==> src/rtl/emergency_arbiter.sv <==
// Debounced multi-source SOS latching with an IDLE/ALARM/CLEARING FSM and a maintenance hold-to-clear.
// Define SOS_ALARM_BLINK_EN for a blinking alarm_led; the default build drives alarm_led steady with sos_mode.
module emergency_arbiter #(
  parameter int unsigned N_SRC           = 4,
  parameter int unsigned DEBOUNCE_CYCLES = 8,
  parameter int unsigned HOLD_CYCLES     = 16,
  parameter int unsigned BLINK_HALF      = 4
) (
  input  logic                     clk,
  input  logic                     reset,
  input  logic [N_SRC-1:0]         sos_button,
  input  logic                     clear_request,
  output logic                     sos_mode,
  output logic [N_SRC-1:0]         active_src,
  output logic [$clog2(N_SRC)-1:0] first_src,
  output logic                     alarm_led
);

  localparam int unsigned SRC_W  = $clog2(N_SRC);
  localparam int unsigned DB_W   = $clog2(DEBOUNCE_CYCLES + 1);
  localparam int unsigned HOLD_W = $clog2(HOLD_CYCLES + 1);

  localparam logic [1:0] ST_IDLE     = 2'd0;
  localparam logic [1:0] ST_ALARM    = 2'd1;
  localparam logic [1:0] ST_CLEARING = 2'd2;

  // Elaboration-time parameter range guards
  if (N_SRC < 2 || N_SRC > 16) begin : g_bad_n_src
    $error("emergency_arbiter: N_SRC out of range");
  end
  if (DEBOUNCE_CYCLES < 1 || DEBOUNCE_CYCLES > 255) begin : g_bad_debounce
    $error("emergency_arbiter: DEBOUNCE_CYCLES out of range");
  end
  if (HOLD_CYCLES < 1 || HOLD_CYCLES > 65535) begin : g_bad_hold
    $error("emergency_arbiter: HOLD_CYCLES out of range");
  end
  if (BLINK_HALF < 1 || BLINK_HALF > 255) begin : g_bad_blink
    $error("emergency_arbiter: BLINK_HALF out of range");
  end

  logic [1:0]                  state_q, state_d;
  logic [N_SRC-1:0]            active_src_q, active_src_d;
  logic [N_SRC-1:0]            latch_now;
  logic [SRC_W-1:0]            first_src_q, first_src_d;
  logic [SRC_W-1:0]            lowest_src;
  logic [HOLD_W-1:0]           hold_q, hold_d;
  logic [N_SRC-1:0][DB_W-1:0]  db_cnt_q, db_cnt_d;
  logic                        sos_mode_q, sos_mode_d;
  logic                        alarm_led_q, alarm_led_d;
  logic                        clear_done;

`ifdef SOS_ALARM_BLINK_EN
  localparam int unsigned BLINK_W = $clog2(BLINK_HALF + 1);
  logic [BLINK_W-1:0]          blink_cnt_q, blink_cnt_d;
`endif

  // Per-source saturating debounce; a source latches on the edge its count reaches DEBOUNCE_CYCLES
  always_comb begin
    latch_now = '0;
    db_cnt_d  = db_cnt_q;
    for (int i = 0; i < N_SRC; i++) begin
      if (!sos_button[i]) begin
        db_cnt_d[i] = '0;
      end else if (db_cnt_q[i] != DB_W'(DEBOUNCE_CYCLES)) begin
        db_cnt_d[i] = db_cnt_q[i] + DB_W'(1);
      end
      latch_now[i] = sos_button[i] && (db_cnt_q[i] == DB_W'(DEBOUNCE_CYCLES - 1));
      if (clear_done) begin
        db_cnt_d[i] = '0;
      end
    end
  end

  // Lowest set index of the latched sources
  always_comb begin
    lowest_src = '0;
    for (int i = N_SRC - 1; i >= 0; i--) begin
      if (active_src_q[i]) begin
        lowest_src = SRC_W'(i);
      end
    end
  end

  // Next-state and registered-output logic
  always_comb begin
    state_d     = state_q;
    hold_d      = hold_q;
    first_src_d = first_src_q;
    clear_done  = 1'b0;

    case (state_q)
      ST_IDLE: begin
        hold_d = '0;
        if (|active_src_q) begin
          state_d     = ST_ALARM;
          first_src_d = lowest_src;
        end
      end
      ST_ALARM: begin
        hold_d = '0;
        // The entering edge already counts as the first held edge of the key
        if (clear_request && (sos_button == '0)) begin
          if (hold_q == HOLD_W'(HOLD_CYCLES - 1)) begin
            clear_done = 1'b1;
          end else begin
            state_d = ST_CLEARING;
            hold_d  = HOLD_W'(1);
          end
        end
      end
      ST_CLEARING: begin
        if (!clear_request) begin
          state_d = ST_ALARM;
          hold_d  = '0;
        end else if (hold_q == HOLD_W'(HOLD_CYCLES - 1)) begin
          clear_done = 1'b1;
        end else if (|sos_button) begin
          state_d = ST_ALARM;
          hold_d  = '0;
        end else begin
          hold_d = hold_q + HOLD_W'(1);
        end
      end
      default: begin
        state_d = ST_IDLE;
        hold_d  = '0;
      end
    endcase

    if (clear_done) begin
      state_d     = ST_IDLE;
      hold_d      = '0;
      first_src_d = '0;
    end

    // A source latching on the clear-completion edge survives the clear
    active_src_d = clear_done ? latch_now : (active_src_q | latch_now);
    sos_mode_d   = (state_d != ST_IDLE);

`ifdef SOS_ALARM_BLINK_EN
    blink_cnt_d = blink_cnt_q;
    alarm_led_d = alarm_led_q;
    if (state_d == ST_IDLE) begin
      blink_cnt_d = '0;
      alarm_led_d = 1'b0;
    end else if (state_q == ST_IDLE) begin
      blink_cnt_d = BLINK_W'(1);
      alarm_led_d = 1'b1;
    end else if (blink_cnt_q == BLINK_W'(BLINK_HALF)) begin
      blink_cnt_d = BLINK_W'(1);
      alarm_led_d = ~alarm_led_q;
    end else begin
      blink_cnt_d = blink_cnt_q + BLINK_W'(1);
    end
`else
    alarm_led_d = (state_d != ST_IDLE);
`endif
  end

  always_ff @(posedge clk) begin
    if (reset) begin
      state_q      <= ST_IDLE;
      hold_q       <= '0;
      db_cnt_q     <= '0;
      active_src_q <= '0;
      first_src_q  <= '0;
      sos_mode_q   <= 1'b0;
      alarm_led_q  <= 1'b0;
`ifdef SOS_ALARM_BLINK_EN
      blink_cnt_q  <= '0;
`endif
    end else begin
      state_q      <= state_d;
      hold_q       <= hold_d;
      db_cnt_q     <= db_cnt_d;
      active_src_q <= active_src_d;
      first_src_q  <= first_src_d;
      sos_mode_q   <= sos_mode_d;
      alarm_led_q  <= alarm_led_d;
`ifdef SOS_ALARM_BLINK_EN
      blink_cnt_q  <= blink_cnt_d;
`endif
    end
  end

  assign sos_mode   = sos_mode_q;
  assign active_src = active_src_q;
  assign first_src  = first_src_q;
  assign alarm_led  = alarm_led_q;

endmodule

==> config.mk <==
export PLATFORM = sky130hd
export DESIGN_NAME = emergency_arbiter
export DESIGN_NICKNAME = d
export VERILOG_FILES = /design/src/rtl/emergency_arbiter.sv
export SDC_FILE = /design/constraint.sdc
export NUM_CORES = 1
export LEC_CHECK = 0
export BUFFER_PORTS_ARGS = -buffer_cell sky130_fd_sc_hd__buf_4
export CAP_MARGIN = 20
export CORE_MARGIN = 2
export CORE_UTILIZATION = 62
export CTS_BUF_LIST = sky130_fd_sc_hd__clkbuf_4 sky130_fd_sc_hd__clkbuf_8 sky130_fd_sc_hd__clkbuf_16
export DETAILED_ROUTE_END_ITERATION = 16
export PLACE_DENSITY = 0.79
export SLEW_MARGIN = 20
export SYNTH_ARGS = -nofsm -noshare
export SYNTH_HDL_FRONTEND = slang
export SYNTH_SLANG_ARGS = --single-unit
==> constraint.sdc <==
create_clock -name clk -period 3.05 [get_ports clk]
set_clock_uncertainty 0.1 [all_clocks]
set_input_delay 0.61 -clock clk [delete_from_list [all_inputs] [get_ports clk]]
set_output_delay 0.61 -clock clk [all_outputs]
set_load 0.005 [all_outputs]
After elaboration in Yosys (flattened, before gate mapping)
Cells that the tools add are included.
{"block": "totals", "register_bits": 30, "latch_bits": 0, "ramBits": 0, "mem_bits_ro": 0, "inputBits": 7, "out_inout_bits": 8, "mem_count": 0}
{"block": "op_classes", "addsub": 5, "n_mul": 0, "div_mod_pow": 0, "order_cmp": 0, "n_eq_ne": 12, "n_shift": 0, "mux": 23, "bitwise": 5, "reduce_logical": 16}
{"op": "two-way mux 2 bit", "n": 11}
{"op": "adder 4 x 1 -> 4 bit, second input constant", "n": 4}
{"op": "equality test 4 x 3 -> 1 bit, second input constant", "n": 4}
{"op": "inequality test 4 bit, second input constant", "n": 4}
{"op": "two-way mux 5 bit", "n": 3}
{"op": "OR reduction 3 bit", "n": 4}
{"op": "case mux 5 bit (2 select lines)", "n": 1}
{"op": "OR reduction 4 bit", "n": 2}
{"op": "case mux 2 bit (3 select lines)", "n": 1}
{"op": "adder 5 x 1 -> 5 bit, second input constant", "n": 1}
{"op": "equality test 5 x 4 -> 1 bit, second input constant", "n": 1}
{"op": "logical AND 1 bit", "n": 5}
{"op": "two-way mux 1 bit", "n": 5}
{"op": "zero test 4 bit", "n": 1}
{"op": "two-way mux 4 bit", "n": 1}
{"op": "inverter 1 bit", "n": 4}
{"op": "bitwise OR 4 bit", "n": 1}
{"op": "inequality test 3 bit, second input constant", "n": 1}
{"op": "equality test 2 x 1 -> 1 bit, second input constant", "n": 1}
{"op": "equality test 2 bit, second input constant", "n": 1}
{"op": "zero test 2 bit", "n": 1}
{"op": "case mux 1 bit (2 select lines)", "n": 1}
{"op": "AND reduction 2 bit", "n": 1}
{"op": "nonzero test 2 bit", "n": 1}
{"op": "OR reduction 2 bit", "n": 1}

Depth between registers and ports, before layout
Gate-level depths: netlist (run 1).
{"block": "depth", "ltp_word": 7, "ltp_mapped": 8}

Worst setup path after synthesis (run 1)
Ideal clock, no wire load.
{"block": "synth_path", "path_type": "input to register", "from": "input port sos_button[1]", "to": "register alarm_led_q (netlist: alarm_led)", "arrival_time_ps": 1597, "required_ps": 2811, "setup_slack_ps": 1214, "path_stages": 4, "path_cell_list": "nor4_4 -> nand3b_2 -> a222oi_1 -> a211oi_1"}
{"block": "synth_via", "elab_chain_len": 7, "elab_cells_between_ends": 12, "cone_classes": "8 x mux; 4 x reduce/logical"}
{"element": "from (decl)", "line": "11", "rtl": "input logic [N_SRC-1:0] sos_button,"}
{"element": "OR reduction 4 bit", "line": "117", "rtl": "end else if (|sos_button) begin"}
{"element": "two-way mux 2 bit", "line": "117"}
{"element": "two-way mux 2 bit", "line": "115", "rtl": "end else if (hold_q == HOLD_W'(HOLD_CYCLES - 1)) begin"}
{"element": "two-way mux 2 bit", "line": "112", "rtl": "if (!clear_request) begin"}
{"element": "case mux 2 bit (3 select lines)", "line": "91", "rtl": "case (state_q)"}
{"element": "two-way mux 2 bit (*)", "line": "130", "rtl": "if (clear_done) begin"}
{"element": "nonzero test 2 bit (*)", "line": "156", "rtl": "alarm_led_d = (state_d != ST_IDLE);"}
{"element": "to (signal assigned)", "line": "179", "rtl": "alarm_led_q <= alarm_led_d;"}
{"element": "to (decl)", "line": "49", "rtl": "logic alarm_led_q, alarm_led_d;"}
Every way passes the cells marked *; elsewhere a longest branch is shown, timed or not.
A chain may end at the register's enable or synchronous reset.

Final worst setup path (run 1)
{"block": "layout_path", "from": "register hold_q[0]", "to": "register alarm_led_q (netlist: alarm_led)"}
{"block": "layout_via", "elab_chain_len": 6, "elab_cells_between_ends": 12, "cone_classes": "1 x eq/ne; 10 x mux; 1 x reduce/logical"}
{"element": "from (decl)", "line": "46", "rtl": "logic [HOLD_W-1:0] hold_q, hold_d;"}
{"element": "from (signal assigned)", "line": "174", "rtl": "hold_q <= hold_d;"}
{"element": "equality test 5 x 4 -> 1 bit (*)", "line": "103, 115"}
{"element": "two-way mux 2 bit, or another cell as far along", "line": "115"}
{"element": "two-way mux 2 bit, or another cell as far along", "line": "112"}
{"element": "case mux 2 bit (3 select lines) / case mux 1 bit (2 select lines) (equally long branches)", "line": "91"}
{"element": "two-way mux 2 bit (*)", "line": "130"}
{"element": "nonzero test 2 bit (*)", "line": "156"}
Marks and branches as above.

==> results of run 1 <==
==> power groups by stage <==
stage               registers, mW  logic (mW)  clock network, mW
floorplan                   0.409      0.0263                  0
global placement            0.410      0.0392                  0
detailed placement          0.410      0.0408                  0
CTS                         0.401      0.0413              0.327
global route                0.401      0.0477              0.348
finish                      0.400      0.0412              0.320
==> placed cells by master, fill, tap and decap left out, types with 2 or more instances in the layout <==
| cell | n |
|---|---|
| nand3b_1 | 4 |
| and2_1 | 2 |
| nor2_1 | 5 |
| ha_1 | 15 |
| nor2b_1 | 3 |
| nand2_1 | 6 |
| inv_1 | 12 |
| o211ai_1 | 3 |
| nand2b_1 | 3 |
| o21ai_0 | 8 |
| and3_1 | 11 |
| o2bb2ai_1 | 4 |
| nor3_1 | 2 |
| and3_2 | 4 |
| xnor2_1 | 8 |
| a21oi_1 | 2 |
| dfxtp_1 | 30 |
| a2bb2oi_1 | 2 |
| o21a_1 | 2 |
| buf_4 | 14 |
| clkbuf_4 | 5 |
| nand4b_1 | 4 |
| xor2_1 | 4 |
| and4_1 | 4 |
| nand3_1 | 5 |
==> worst min path at each step <==
stage | from | to | slack [ps]
after floorplan | db_cnt_q[3] | active_src[0] | 340
after global placement | db_cnt_q[15] | active_src[3] | 360
after detailed placement | db_cnt_q[15] | active_src[3] | 360
after CTS | db_cnt_q[15] | active_src[3] | 390
after global routing | reset | active_src[2] | 410
final | db_cnt_q[15] | active_src[3] | 390
==> cells in the mapped netlist, types with 2 or more instances <==
cell type and number:
nand2_1 6, a2bb2oi_1 2, nand3b_1 4, xor2_1 4
inv_1 12, xnor2_1 8, and3_1 11, nand2b_1 3
dfxtp_1 30, nor2b_1 3, nand3_1 5, o21a_1 2
a21oi_1 2, buf_6 2, nor3_1 2, o211ai_1 3
nand4b_1 4, and4_1 4, ha_1 15, nor2_1 5
o21ai_0 8, and3_2 4, o2bb2ai_1 4, and2_1 2
==> cells by family (layout without fill, tap and decap cells) <==
group / Yosys count / count (layout) / synth area share
DFF: 30 / 30 / 0.3771
buffers and inverters: 17 / 33 / 0.05263
xor gates and xnor gates: 12 / 12 / 0.06599
adders and majority gates: 15 / 15 / 0.1178
AOI/OAI and AO/OA: 29 / 29 / 0.1296
and+or+nand+nor: 61 / 61 / 0.2569
==> final cells by class <==
cell class	count	area, um^2
fillers	199	676.9
clock buffers	6	51.30
inverters	12	45.04
multi-input cells	117	908.4
repair buffers	14	105.1
well taps	30	37.54
flip-flops and latches	30	600.6
clock inverters	1	30.03
==> flip-flops by register name, summed over array words and instances, names as in the netlist <==
name and cells:
db_cnt_q 16, hold_q 5, active_src 4, first_src 2
state_q 2, alarm_led 1
==> per-stage QoR <==
stage / utilization / hold WS (ps)
CTS: 0.7243 / 390.7
global placement: 0.6911 / 357.0
detailed placement: 0.6911 / 362.5
finish: 0.7243 / 389.1
global route: 0.7243 / 411.6
floorplan: - / 340.7
==> routing by layer <==
layer / vias up / global-route usage
met5: - / 0
met4: 0 / 0.07500
met3: 6 / 0.08197
met2: 24 / 0.3512
met1: 552 / 0.2982
li1: 621 / -
==> metrics.yaml, run 1 <==
drc: 0
firstDrtPassIters: 5
drv_slew: 0
cts.sinks: 30
top_layer_used: "met4"
via_count: 1203
wl_per_cell_um: 13.71
synth.yosys.warnings: 0
routed_via_density: 5.729
synth_nets: 186
fin_cells: 210
setup_viol: 0
grt_pass1_wl_um: 4823
dieArea_um2: 2990
cts_setup_buffers: 0
wl_met3_um: 126
rows: 18
clk_latency_ps: 320
fin_crit_sh: 0.6627
power_density_nw_per_um2: 428.6
period_needed_ps: 2021
dp_hpwl_um: 2142
r2r_end: "alarm_led"
core_um2: 2455
placedCellCount: 203
crit_top_cell: "ha_1"
path_class: "flop to flop"
r2r_cells: 6
syn_area_um2: 1593
die_height_um: 54.69
first_iter_violations: 30
cts_tree: "built"
drtAntennaViolNets: 0
swShare: 0.2061
min_path_cells: 1
overflow: 0
cts_made_buffers: 5
yosysSeqAreaShare: 0.3771
finalSetupTns_ps: 0
diodes: 0
grt_max_degree: 21
crit_family: "compound AO/OA/AOI/OAI gates"
worstReg2RegStart: "hold_q[0]"
synth_edf_count: 0
routed_wirelength_um: 2879
start_util: 0.6488
hp-class: "flop to flop"
synth.area.top_cells: "dfxtp_1 38%, ha_1 12%, xnor2_1 4.4%, and3_1 4.3%, inv_1 2.8%"
place.gp.congestion: 0.7364
cts_hold_buf: 0
seq_power_share: 0.526
pin_count: 15
layout_setup_ws_ps: 1029
hold_violations: 0
p_total_mw: 0.7620
grt_use_total: 0.2296
combPwrFrac: 0.054
crit_required_ps: 3150
synth_ff_type: "dfxtp_1"
drive_gt1_frac: 0.1667
cp_slowest_cell: "a222oi_1"
synth.avg_cell_area_um2: 9.712
critPathMaxStageDelay_ps: 430
path_cells: "ha_1 -> and3_1 -> ha_1 -> nand3b_2 -> a222oi_1 -> a211oi_1"
met2WireLength_um: 1278
area_growth_pct: 11.63
grt_antenna_before_repair: 0
synth_cell_types: 43
outcome: "completed"
post-place-ws_ps: 925.6
placedInstanceArea_um2: 1697
synth_top_area_share: 0.3771
grt_setup_unrepaired: "false"
p_sw_mw: 0.1570
clockBufferDepth: 2
grt_pass1_vias: 1108
finish.instance_area_um2: 1778
intPower_mw: 0.6050
cellLeakagePower_nw: 0.7721
syn_inst: 164
die_w_um: 54.69
worstSetupStartpointType: "flop"
path_buf_inv: 0
maxCapViolations: 0
cp.depth: 6
met1Wirelength_um: 1433
clkPwrFrac: 0.420
tightestPinTransition_ps: 429.7
ys_ff_latch: 30
max_freq_ghz: 0.4947
port_buffers: 14
synth.largest_area_cell: "dfxtp_1"
fin_nets: 202
crit_end: "alarm_led"
relSlewSlack: 0.7114
async_flop_share: 0
ir_worst_vdd_mv: 0.4326
ctsResizeCount: 0
cts_root_buffer: "clkbuf_4"
htree_levels: 2
r2r_slack_ps: 1030
cts.clk_slew.worst_paths_ps: 90
cp-end-kind: "flop"
crit_arrival_ps: 2120
crit_start: "hold_q[0]"
path_max_fanout: 4
No activity file was read; power rests on OpenSTA's default activity.
==> inputs of run 2 (changes only) <==
--- a/config.mk
+++ b/config.mk
@@ -8,10 +8,10 @@
 export BUFFER_PORTS_ARGS = -buffer_cell sky130_fd_sc_hd__buf_4
 export CAP_MARGIN = 20
 export CORE_MARGIN = 2
-export CORE_UTILIZATION = 62
+export CORE_UTILIZATION = 58
 export CTS_BUF_LIST = sky130_fd_sc_hd__clkbuf_4 sky130_fd_sc_hd__clkbuf_8 sky130_fd_sc_hd__clkbuf_16
 export DETAILED_ROUTE_END_ITERATION = 16
-export PLACE_DENSITY = 0.79
+export PLACE_DENSITY = 0.74
 export SLEW_MARGIN = 20
 export SYNTH_ARGS = -nofsm -noshare
 export SYNTH_HDL_FRONTEND = slang
==> constraint.sdc (replaced) <==
create_clock -name clk -period 1.9 [get_ports clk]
set_clock_uncertainty 0.1 [all_clocks]
set_input_delay 0.38 -clock clk [delete_from_list [all_inputs] [get_ports clk]]
set_output_delay 0.38 -clock clk [all_outputs]
set_load 0.005 [all_outputs]
==> run 2 against run 1 <==
Utilization shrank 2.8 points. Highest routed layer unchanged. Cell area grew 5.1%. Sequential share of layout area is 1.5 points lower. Register-to-register slack worse by 960 ps. First-iteration DRC count up 53%. Non-clock buffer count is 7 higher. Total power grew 56%. Hold slack lost 210 ps. Cell count up 4.3%. Global-route usage down 1.0 points.
==> metrics.yaml, run 2 (synthesis gave the netlist of run 1 again) <==
routed_wirelength_um: 3053
fillers: 200
max_freq_ghz: 0.5459
core_um2: 2686
cts_made_buffers: 5
clkPwrFrac: 0.396
largest_reg_flops: 16
final_common_cell: "dfxtp_1"
swShare: 0.2231
cts_root_buffer: "clkbuf_4"
place.gp.congestion: 0.8266
min_path_cells: 2
pin_count: 15
setup_viol: 0
path_class: "flop to flop"
wl_per_cell_um: 13.94
rows: 19
layout_setup_ws_ps: 68.17
multi_input_area_um2: 933.4
fin_nets: 209
firstDrtPassIters: 4
crit_required_ps: 2070
ff_latch_area_um2: 603.1
die_height_um: 56.41
routed_via_density: 5.753
area_growth_pct: 17.36
diodes: 0
drtAntennaViolNets: 0
cellLeakagePower_nw: 0.8277
first_iter_violations: 46
start_util: 0.5929
cts_setup_buffers: 0
crit_arrival_ps: 2000
drc: 0
htree_levels: 2
tightestPinTransition_ps: 382.6
critPathMaxStageDelay_ps: 400
largest_register: "db_cnt_q"
path_cells: "inv_1 -> ha_1 -> nor2b_2 -> nand3_2 -> or3_1 -> a21oi_2"
worstSetupStartpointType: "flop"
relSlewSlack: 0.7449
cts_tree: "built"
drive_gt1_frac: 0.2340
hold_violations: 0
grt_max_degree: 21
power_density_nw_per_um2: 637.3
dieArea_um2: 3182
die_w_um: 56.41
dp_hpwl_um: 2206
seq_power_share: 0.540
hold_slack_ps: 175.7
hp-class: "input pin to flop"
clockBufferDepth: 2
grt_use_total: 0.2193
grt_pass1_wl_um: 5416
grt_antenna_before_repair: 0
p_sw_mw: 0.2658
path_max_fanout: 4
r2r_cells: 6
grt_setup_unrepaired: "true"
via_count: 1260
drv_slew: 0
cts_hold_buf: 0
outcome: "completed"
ir_worst_vdd_mv: 0.7232
p_total_mw: 1.191
combPwrFrac: 0.064
overflow: 0
final_cell_mix: "28 x dfxtp_1, 20 x buf_4, 14 x ha_1"
clk_latency_ps: 340
period_needed_ps: 1832
fin_crit_sh: 0.9641
cts.sinks: 30
grt_pass1_vias: 1297
port_buffers: 14
cts.clk_slew.worst_paths_ps: 100
cp-end-kind: "flop"
intPower_mw: 0.9254
maxCapViolations: 0
post-place-ws_ps: 3.654
cp_slowest_cell: "dfxtp_1"
r2r_slack_ps: 70
## run 2: power groups by stage
stage / clock, mW / sequential (mW) / combinational, mW
after floorplan: 0 / 0.656 / 0.0422
after global placement: 0 / 0.657 / 0.0711
after detailed placement: 0 / 0.658 / 0.0749
after CTS: 0.475 / 0.644 / 0.0757
after global routing: 0.508 / 0.645 / 0.0872
final: 0.472 / 0.643 / 0.0761
## run 2: per-stage QoR
step	instances	utilization	TNS, ps	area, um^2
floorplan	164	-	0	1593
global placement	211	0.6563	0	1763
detailed placement	211	0.6563	0	1763
CTS	219	0.6865	0	1844
global route	219	0.6959	-57.05	1869
finish	219	0.6959	0	1869
## run 2: worst max-delay path: cells and delay by family (launching register included)
kind            cells  cell delay (ps)
fa+ha+maj           1              350
flops               1              400
buf+inv             1              110
compound gates      1              140
simple gates        3              660
## run 2: final timing paths
kind | startpoint | endpoint
worst max-delay path | state_q[0] | hold_q[3]
worst min-delay path | reset | active_src[2]
worst max register to register | state_q[0] | hold_q[3]
worst min register to register | db_cnt_q[3] | active_src[0]
## run 2: cell type report
cell class                 count  share of cell area
inverter                      12             0.02410
timing repair buffer          21             0.09103
multi-input combinational    117              0.4993
clock buffer                   8             0.04217
sequential                    30              0.3226
tap                           31             0.02075
## run 2: what timing repair did
action | in CTS | in global routing
endpoints found under the setup margin | 2 | 16
pin swaps | 2 | 2
endpoints found under the hold margin | 0 | 0
gates cloned | 0 | 0
gates resized for setup | 1 | 6
## run 2: metal layers
layer  GRT usage  vias to the layer above  part of all wire
li1            -                      634                 -
met1      0.2489                      598              0.45
met2      0.3647                       23              0.50
met3     0.08525                        5             0.035
met4     0.09524                        0             0.013
met5           0                        -                 0
==> inputs of run 3 (changes only) <==
--- a/config.mk
+++ b/config.mk
@@ -7,11 +7,14 @@
 export LEC_CHECK = 0
 export BUFFER_PORTS_ARGS = -buffer_cell sky130_fd_sc_hd__buf_4
 export CAP_MARGIN = 20
+export CELL_PAD_IN_SITES_DETAIL_PLACEMENT = 0
+export CELL_PAD_IN_SITES_GLOBAL_PLACEMENT = 2
 export CORE_MARGIN = 2
-export CORE_UTILIZATION = 58
+export CORE_UTILIZATION = 37
 export CTS_BUF_LIST = sky130_fd_sc_hd__clkbuf_4 sky130_fd_sc_hd__clkbuf_8 sky130_fd_sc_hd__clkbuf_16
 export DETAILED_ROUTE_END_ITERATION = 16
 export PLACE_DENSITY = 0.74
+export SETUP_SLACK_MARGIN = 0.5
 export SLEW_MARGIN = 20
 export SYNTH_ARGS = -nofsm -noshare
 export SYNTH_HDL_FRONTEND = slang
==> run 3 against run 2 <==
Critical path depth increased by 1. First-iteration DRC count increased by 17%. Sequential power about the same. Worst setup slack improved by 53 ps. Clock power increased by 16%. Maximum frequency increased by 3.0%. Sequential cell count unchanged. Sequential share of layout area decreased by 2.9 points. Cell count increased by 12%. Hold slack improved by 77 ps. Utilization decreased by 18 points.
==> metrics.yaml, run 3 (synthesis gave the netlist of run 1 again) <==
min_path_cells: 2
grt_pass1_vias: 1294
cts_made_buffers: 5
seq_power_share: 0.504
ff_latch_area_um2: 610.6
cts_tree: "built"
largest_register: "db_cnt_q"
largest_reg_flops: 16
finalSetupTns_ps: 0
path_cells: "ha_4 -> and3_4 -> ha_4 -> nand3b_4 -> a222oi_1 -> buf_4 -> a211oi_2"
cellLeakagePower_nw: 0.8798
via_count: 1274
path_max_fanout: 4
core_um2: 4058
outcome: "completed"
ir_worst_vdd_mv: 0.2902
r2r_slack_ps: 120
drv_slew: 0
p_sw_mw: 0.2930
dp_hpwl_um: 2386
worstSetupStartpointType: "flop"
hold_violations: 0
cp_slowest_cell: "dfxtp_4"
r2r_cells: 7
wl_per_cell_um: 14.19
die_height_um: 69.61
clkPwrFrac: 0.430
intPower_mw: 0.9805
pin_count: 15
cp-end-kind: "flop"
clk_latency_ps: 280
cts.clk_slew.worst_paths_ps: 70
rows: 23
crit_start: "hold_q[0]"
crit_arrival_ps: 1850
setup_viol: 0
path_buf_inv: 1
crit_family: "compound AO/OA/AOI/OAI gates"
cp.depth: 7
swShare: 0.2301
crit_required_ps: 1970
crit_end: "alarm_led"
overflow: 0
fin_nets: 216
grt_setup_unrepaired: "true"
diodes: 0
start_util: 0.3925
drtAntennaViolNets: 0
routed_via_density: 5.200
cts.sinks: 30
r2r_end: "alarm_led"
drc: 0
routed_wirelength_um: 3477
port_buffers: 14
firstDrtPassIters: 4
grt_antenna_before_repair: 0
first_iter_violations: 54
hp-class: "input pin to flop"
grt_use_total: 0.1525
worstReg2RegStart: "hold_q[0]"
dieArea_um2: 4846
cts_root_buffer: "clkbuf_8"
tightestPinTransition_ps: 409.5
final_cell_mix: "26 x dfxtp_1, 25 x buf_4, 13 x ha_1"
combPwrFrac: 0.067
die_w_um: 69.61
multi_input_area_um2: 1037
htree_levels: 2
path_class: "flop to flop"
drive_gt1_frac: 0.3385
power_density_nw_per_um2: 612.0
relSlewSlack: 0.7245
critPathMaxStageDelay_ps: 360
place.gp.congestion: 0.7052
fillers: 378
clockBufferDepth: 2
area_growth_pct: 30.64
p_total_mw: 1.274
period_needed_ps: 1779
grt_pass1_wl_um: 5961
grt_max_degree: 21
max_freq_ghz: 0.5621
fin_crit_sh: 0.9364
final_common_cell: "dfxtp_1"
crit_top_cell: "ha_4"
maxCapViolations: 0
[run 3: changes by cell type in the layout (fill, tap and decap cells not counted), sizes merged]
cell    before  now
buf         21   28
clkbuf       8    7
clkinv       0    1
[run 3: worst min-delay path by stage]
stage / slack [ps] / from / to
floorplan: 340 / db_cnt_q[3] / active_src[0]
global placement: 360 / db_cnt_q[7] / active_src[1]
detailed placement: 370 / db_cnt_q[7] / active_src[1]
CTS: 240 / reset / active_src[2]
global route: 260 / reset / active_src[2]
finish: 250 / reset / active_src[2]
[run 3: metal layers]
metal  wire length (um)  global-route usage
met2               1673              0.2457
met5                  0                   0
met3                 95             0.03343
met1               1660              0.1941
met4                 47             0.07051
[run 3: metrics by stage]
| step | hold slack [ps] | utilization | worst slack, ps | instance area (um^2) | instances |
|---|---|---|---|---|---|
| global placement | 359.3 | 0.4567 | 94.86 | 1853 | 229 |
| CTS | 241.6 | 0.4992 | 154.7 | 2026 | 243 |
| detailed placement | 367.2 | 0.4567 | 80.22 | 1853 | 229 |
| global route | 261.1 | 0.5128 | 56.10 | 2081 | 245 |
| floorplan | 340.7 | - | 213.9 | 1683 | 164 |
| finish | 252.3 | 0.5128 | 120.9 | 2081 | 245 |
[run 3: power by group through the flow]
stage          logic, mW  registers [mW]  clock network (mW)
3_3_place_gp      0.0771           0.658                   0
2_1_floorplan     0.0458           0.656                   0
4_1_cts           0.0826           0.642               0.562
5_1_grt           0.0954           0.642               0.595
3_5_place_dp      0.0797           0.658                   0
6_report          0.0848           0.641               0.547
[run 3: area by class of cell]
cell class | instances | share of cell area
multi-input cells | 117 | 0.4985
flip-flops and latches | 30 | 0.2934
repair buffers | 28 | 0.1106
clock buffers | 7 | 0.04330
well taps | 50 | 0.03007
inverters | 12 | 0.02165
clock inverters | 1 | 0.002405
[run 3: what timing repair did]
action                     4_1_cts  5_1_grt
pin swaps                        9        1
hold buffers                     0        0
setup buffers                    6        2
resized for setup                9        9
setup endpoints to repair       30       30
